## config.mk

```make
export PLATFORM = sky130hd
export DESIGN_NAME = m706
export DESIGN_NICKNAME = d
export VERILOG_FILES = /design/src/rtl/m706.sv
export SDC_FILE = /design/constraint.sdc
export NUM_CORES = 1
export LEC_CHECK = 0
export CAP_MARGIN = 10
export CORE_MARGIN = 10
export CORE_UTILIZATION = 42
export CTS_CLUSTER_SIZE = 14
export DETAILED_ROUTE_END_ITERATION = 10
export HOLD_SLACK_MARGIN = 0.06
export SKIP_CTS_REPAIR_TIMING = 1
export SLEW_MARGIN = 5
export SYNTH_ARGS = -nofsm -noshare
export SYNTH_HDL_FRONTEND = slang
export SYNTH_SLANG_ARGS = --single-unit
```

## constraint.sdc

```tcl
create_clock -name clk -period 3.1 [get_ports clk]
set_input_delay 0.93 -clock clk [delete_from_list [all_inputs] [get_ports clk]]
set_output_delay 0.93 -clock clk [all_outputs]
set_load 0.005 [all_outputs]
```

## src/rtl/m706.sv

```systemverilog
`default_nettype none
// ============================================================================
// Module   : m706
// Purpose  : Asynchronous serial teletype receiver driven by the m452 8x-baud
//            square wave; optional 2-of-3 vote per bit via M706_MAJORITY_EN.
// Revision : 1.0
// ============================================================================
module m706 #(
    parameter int DATA_BITS = 8
) (
    input  logic       clk,
    input  logic       reset,
    input  logic       tick_8x,
    input  logic       serial_in,
    input  logic       flag_clr,
    output logic [7:0] data,
    output logic       flag,
    output logic       framing_err,
    output logic       overrun,
    output logic       busy
);

    localparam logic [2:0] c_ST_IDLE      = 3'd0;
    localparam logic [2:0] c_ST_START     = 3'd1;
    localparam logic [2:0] c_ST_DATA      = 3'd2;
    localparam logic [2:0] c_ST_STOP      = 3'd3;
    localparam logic [2:0] c_ST_WAIT_MARK = 3'd4;

    localparam int         c_ALIGN    = 8 - DATA_BITS;
    localparam logic [2:0] c_LAST_BIT = 3'(DATA_BITS - 1);

    // Phase values (before increment) at which a bit is decided, and the
    // phase reloaded on start acceptance so data centres land on wrap.
`ifdef M706_MAJORITY_EN
    localparam logic [2:0] c_START_DEC    = 3'd4;
    localparam logic [2:0] c_BIT_DEC      = 3'd0;
    localparam logic [2:0] c_START_RELOAD = 3'd1;
`else
    localparam logic [2:0] c_START_DEC    = 3'd3;
    localparam logic [2:0] c_BIT_DEC      = 3'd7;
    localparam logic [2:0] c_START_RELOAD = 3'd0;
`endif

    logic       r_rx_meta, r_rx;
    logic       r_tk_meta, r_tk_sync, r_tk_prev, r_tick;
    logic [2:0] r_state;
    logic [2:0] r_phase;
    logic [2:0] r_bitcnt;
    logic [7:0] r_shift;
    logic [7:0] r_data;
    logic       r_flag, r_ferr, r_overrun;
    logic       w_bit;

    always_ff @(posedge clk) begin
        if (reset) begin
            r_rx_meta <= 1'b1;
            r_rx      <= 1'b1;
            r_tk_meta <= 1'b0;
            r_tk_sync <= 1'b0;
            r_tk_prev <= 1'b0;
            r_tick    <= 1'b0;
        end else begin
            r_rx_meta <= serial_in;
            r_rx      <= r_rx_meta;
            r_tk_meta <= tick_8x;
            r_tk_sync <= r_tk_meta;
            r_tk_prev <= r_tk_sync;
            r_tick    <= r_tk_sync & ~r_tk_prev;
        end
    end

`ifdef M706_MAJORITY_EN
    // Two-deep history of rx at consecutive ticks; at centre+1 these hold
    // the centre-1 and centre samples.
    logic r_v0, r_v1;

    always_ff @(posedge clk) begin
        if (reset) begin
            r_v0 <= 1'b1;
            r_v1 <= 1'b1;
        end else if (r_tick) begin
            r_v0 <= r_v1;
            r_v1 <= r_rx;
        end
    end

    assign w_bit = (r_v0 & r_v1) | (r_v0 & r_rx) | (r_v1 & r_rx);
`else
    assign w_bit = r_rx;
`endif

    always_ff @(posedge clk) begin
        if (reset) begin
            r_state   <= c_ST_IDLE;
            r_phase   <= 3'd0;
            r_bitcnt  <= 3'd0;
            r_shift   <= 8'd0;
            r_data    <= 8'd0;
            r_flag    <= 1'b0;
            r_ferr    <= 1'b0;
            r_overrun <= 1'b0;
        end else begin
            if (flag_clr) begin
                r_flag    <= 1'b0;
                r_overrun <= 1'b0;
            end
            if (r_tick) begin
                r_phase <= r_phase + 3'd1;
                case (r_state)
                    c_ST_IDLE: begin
                        r_phase <= 3'd0;
                        if (!r_rx) r_state <= c_ST_START;
                    end
                    c_ST_START: begin
                        if (r_phase == c_START_DEC) begin
                            if (w_bit) begin
                                r_state <= c_ST_IDLE;
                            end else begin
                                r_phase  <= c_START_RELOAD;
                                r_bitcnt <= 3'd0;
                                r_state  <= c_ST_DATA;
                            end
                        end
                    end
                    c_ST_DATA: begin
                        if (r_phase == c_BIT_DEC) begin
                            r_shift  <= {w_bit, r_shift[7:1]};
                            r_bitcnt <= r_bitcnt + 3'd1;
                            if (r_bitcnt == c_LAST_BIT) r_state <= c_ST_STOP;
                        end
                    end
                    c_ST_STOP: begin
                        if (r_phase == c_BIT_DEC) begin
                            // Load overrides a coincident flag_clr.
                            r_data <= r_shift >> c_ALIGN;
                            r_flag <= 1'b1;
                            r_ferr <= ~w_bit;
                            if (r_flag && !flag_clr) r_overrun <= 1'b1;
                            r_state <= w_bit ? c_ST_IDLE : c_ST_WAIT_MARK;
                        end
                    end
                    c_ST_WAIT_MARK: begin
                        if (r_rx) r_state <= c_ST_IDLE;
                    end
                    default: r_state <= c_ST_IDLE;
                endcase
            end
        end
    end

    assign data        = r_data;
    assign flag        = r_flag;
    assign framing_err = r_ferr;
    assign overrun     = r_overrun;
    assign busy        = (r_state != c_ST_IDLE);

endmodule
`default_nettype wire

```

==> flow_metrics.env <==
export IMPL_status="finished clean"
export IMPL_ir_drop_uv=349
export IMPL_overflow=0
export IMPL_hpwl_um=1930
export IMPL_power_mw=0.787
export IMPL_grt_pass1_wl_um=4840
export IMPL_grtUsageMet1=0.119
export IMPL_power_frac_seq=0.563
export IMPL_grt_max_degree=25
export IMPL_clk_pin_slew_worst_paths_ns=0.10
export IMPL_cts_tree="yes"
export IMPL_worstPathRequired_ns=2.17
export IMPL_synth_nets=163
export IMPL_stdcell_count=214
export IMPL_crit_slowest_cell="dfxtp_1"
export IMPL_fin_crit_ns=2.55
export IMPL_ant_nets=0
export IMPL_routed_wl_um=2700
export IMPL_gr_usage_met2=0.131
export IMPL_fin_tns_setup_ns=0
export IMPL_via_per_inst=5.08
export IMPL_cp_max_fo=11
export IMPL_combinationalPowerShare=0.026
export IMPL_avgRoutedWirePerCell_um=12.6
export IMPL_p_sw_mw=0.150
export IMPL_critPathTopFamily="flip-flops"
export IMPL_io_pins=17
export IMPL_syn_avg_cell_area_um2=9.75
export IMPL_dp_worst_setup_slack_ns=0.835
export IMPL_clk_latency_ns=0.32
export IMPL_yosysWarnings=0
export IMPL_setup_slack_ns=0.549
export IMPL_hp_class="reg2reg"
export IMPL_grt_pass1_vias=1043
export IMPL_setup_viol=0
export IMPL_cp_startpoint="r_state[2]$_SDFFE_PP0P_"
export IMPL_hold_viol=0
export IMPL_clockPowerShare=0.411
export IMPL_die_area_mm2=0.00624
export IMPL_pwr_density_cell_mw_per_mm2=451
export IMPL_firstDrtPassIters=5
export IMPL_antenna_found_initial=0
export IMPL_slew_headroom=0.658
export IMPL_htree_levels=2
export IMPL_busiest_layer="met2"
export IMPL_cp_start_kind="flip-flop"
export IMPL_yosysSeqAreaShare=0.465
export IMPL_cap_violations=0
export IMPL_synth_seq_cells=34
export IMPL_io_buffers=16
export IMPL_tightestPinTransition_ns=0.512
export IMPL_cp_slowest_stage_delay_ns=0.55
export IMPL_chipWidth_um=79.0
export IMPL_criticalPathCategory="reg2out"
export IMPL_initial_core_util=0.435
export IMPL_use_met3=0.0495
export IMPL_drc=0
export IMPL_switching_share=0.190
export IMPL_syn2layout_area_growth_pct=19.2
export IMPL_syn_area_mm2=0.00146
export IMPL_place_gp_congestion=0.832
export IMPL_num_rows=21
export IMPL_drtIter0Drc=80
export IMPL_rsz0062_at_grt="false"
export IMPL_die_y_um=79.0
export IMPL_synth_distinct_cells=35
export IMPL_drv_slew=0
export IMPL_end_kind="primary output"
export IMPL_placed_area_mm2=0.00166
export IMPL_max_freq_mhz=392
export IMPL_core_area_mm2=0.00336
export IMPL_cts_sinks=34
export IMPL_crit_chain="nor2_1 > nand2_1 > clkdlybuf4s50_1"
export IMPL_final_nets=181
export IMPL_clockRootBuffer="clkbuf_4"
export IMPL_vias=1087
export IMPL_finalInstanceArea_mm2=0.00174
export IMPL_fin_skew_ns=0.00516
export IMPL_finalCritPeriodShare=0.823
export IMPL_critPathArrivalTime_ns=1.62
export IMPL_grt_use_total=0.0952
export IMPL_intPower_mw=0.638
export IMPL_n_antenna_cell=0
export IMPL_hold_start="r_tk_prev$_SDFF_PP0_"
export IMPL_dp_cells=207
export IMPL_p_leak_nw=0.620
export IMPL_worst_path_buf_inv=1
export IMPL_drive_gt1_frac=0.0893
export IMPL_max_clock_path_buffers=2
export IMPL_cts_buffers=5
export IMPL_netlist_instances=150
export IMPL_reg2reg_from="r_phase[0]$_SDFFE_PP0P_"
## power by group through the flow
| stage | combinational (mW) | sequential [mW] | clock, mW |
|---|---|---|---|
| floorplan | 0.0125 | 0.452 | 0 |
| global placement | 0.0197 | 0.454 | 0 |
| detailed placement | 0.0204 | 0.454 | 0 |
| CTS | 0.0204 | 0.443 | 0.335 |
| global route | 0.0225 | 0.445 | 0.357 |
| finish | 0.0203 | 0.443 | 0.324 |
## cell usage in the layout (no fill, tap or decap), drive strengths merged
| cell type | Yosys | routed |
|---|---|---|
| or4b | 1 | 1 |
| nor2b | 7 | 7 |
| o31ai | 1 | 1 |
| nand3 | 5 | 5 |
| buf | 3 | 2 |
| o21ai | 3 | 3 |
| clkbuf | 4 | 6 |
| or3 | 1 | 1 |
| nand2 | 9 | 9 |
| o211a | 1 | 1 |
| bufinv | 0 | 1 |
| dfxtp | 34 | 34 |
| nand3b | 1 | 1 |
| o311ai | 1 | 1 |
| and2 | 1 | 1 |
| nand4 | 1 | 1 |
| ha | 8 | 8 |
| nor4b | 1 | 1 |
| o2bb2ai | 1 | 1 |
| or3b | 1 | 1 |
| o311a | 1 | 1 |
| nor3 | 4 | 4 |
| nor2 | 19 | 19 |
| or2 | 2 | 2 |
| o221ai | 1 | 1 |
| clkdlybuf4s50 | 0 | 16 |
| inv | 4 | 4 |
| a21oi | 9 | 9 |
| nand2b | 5 | 5 |
| a211oi | 1 | 1 |
| mux2i | 20 | 20 |
## sequential cells by signal, indices dropped and copies added (netlist names)
register	flops
r_rx_meta	1
r_state	3
r_tk_prev	1
r_tk_meta	1
r_tick	1
framing_err	1
data	8
r_tk_sync	1
r_rx	1
r_phase	3
overrun	1
flag	1
r_shift	8
r_bitcnt	3
## cell usage after synthesis
cell type	number	area (µm²)
ha_1	8	100
nor2_1	19	71.3
nor3_1	2	10.0
nor3_4	1	16.3
mux2i_1	20	200
or4b_1	1	10.0
a21oi_1	9	45.0
nand2b_1	4	25.0
o311a_1	1	10.0
o311ai_1	1	8.76
nor4b_1	1	8.76
o21ai_1	2	10.0
o221ai_1	1	8.76
a211oi_1	1	7.51
nor2b_1	7	43.8
o21ai_0	1	5.00
or3_1	1	6.26
o211a_1	1	10.0
or2_2	2	12.5
nand3_1	5	25.0
o31ai_1	1	7.51
nand3b_1	1	7.51
nand2_2	1	6.26
o2bb2ai_1	1	8.76
buf_4	1	7.51
or3b_1	1	8.76
buf_2	2	10.0
clkbuf_1	4	15.0
and2_1	1	6.26
nand2_1	8	30.0
dfxtp_1	34	681
nor3_2	1	10.0
nand4_1	1	6.26
inv_1	4	15.0
nand2b_2	1	8.76
## cell families after synthesis
| family | count (synthesis) | synth area share |
|---|---|---|
| AO/OA/AOI/OAI | 19 | 0.0830 |
| adder cells (fa/ha/maj) | 8 | 0.0684 |
| buffers and inverters | 11 | 0.0325 |
| flip-flops | 34 | 0.465 |
| multiplexers | 20 | 0.137 |
| AND/OR/NAND/NOR | 58 | 0.214 |
## cell type report
class                   count  area, µm²
multi-input cells         105        734
inverters                   4       15.0
repair buffers             18        175
clock buffers               6       51.3
fillers                   335       1620
flip-flops and latches     34        681
clock inverters             1       30.0
well taps                  46       57.6
## metrics by stage
stage	utilization	hold WS (ns)
floorplan	-	0.367
global route	0.519	0.420
finish	0.519	0.405
detailed placement	0.494	0.385
global placement	0.494	0.379
CTS	0.519	0.407
## final timing paths
check | endpoint | slack [ns] | cells after the start
min reg2reg | r_tick$_SDFF_PP0_ | 0.40 | 1
max reg2reg | r_state[1]$_SDFFE_PP0P_ | 1.15 | 6
max | busy | 0.55 | 3
min | r_tick$_SDFF_PP0_ | 0.40 | 1
## routing by layer
layer  wire length, µm  vias up
li1                  -      550
met1              1300      502
met2              1110       28
met3               215        7
met4                64        0
met5                 0        -
Note: power is estimated with default switching activity, not from simulation.
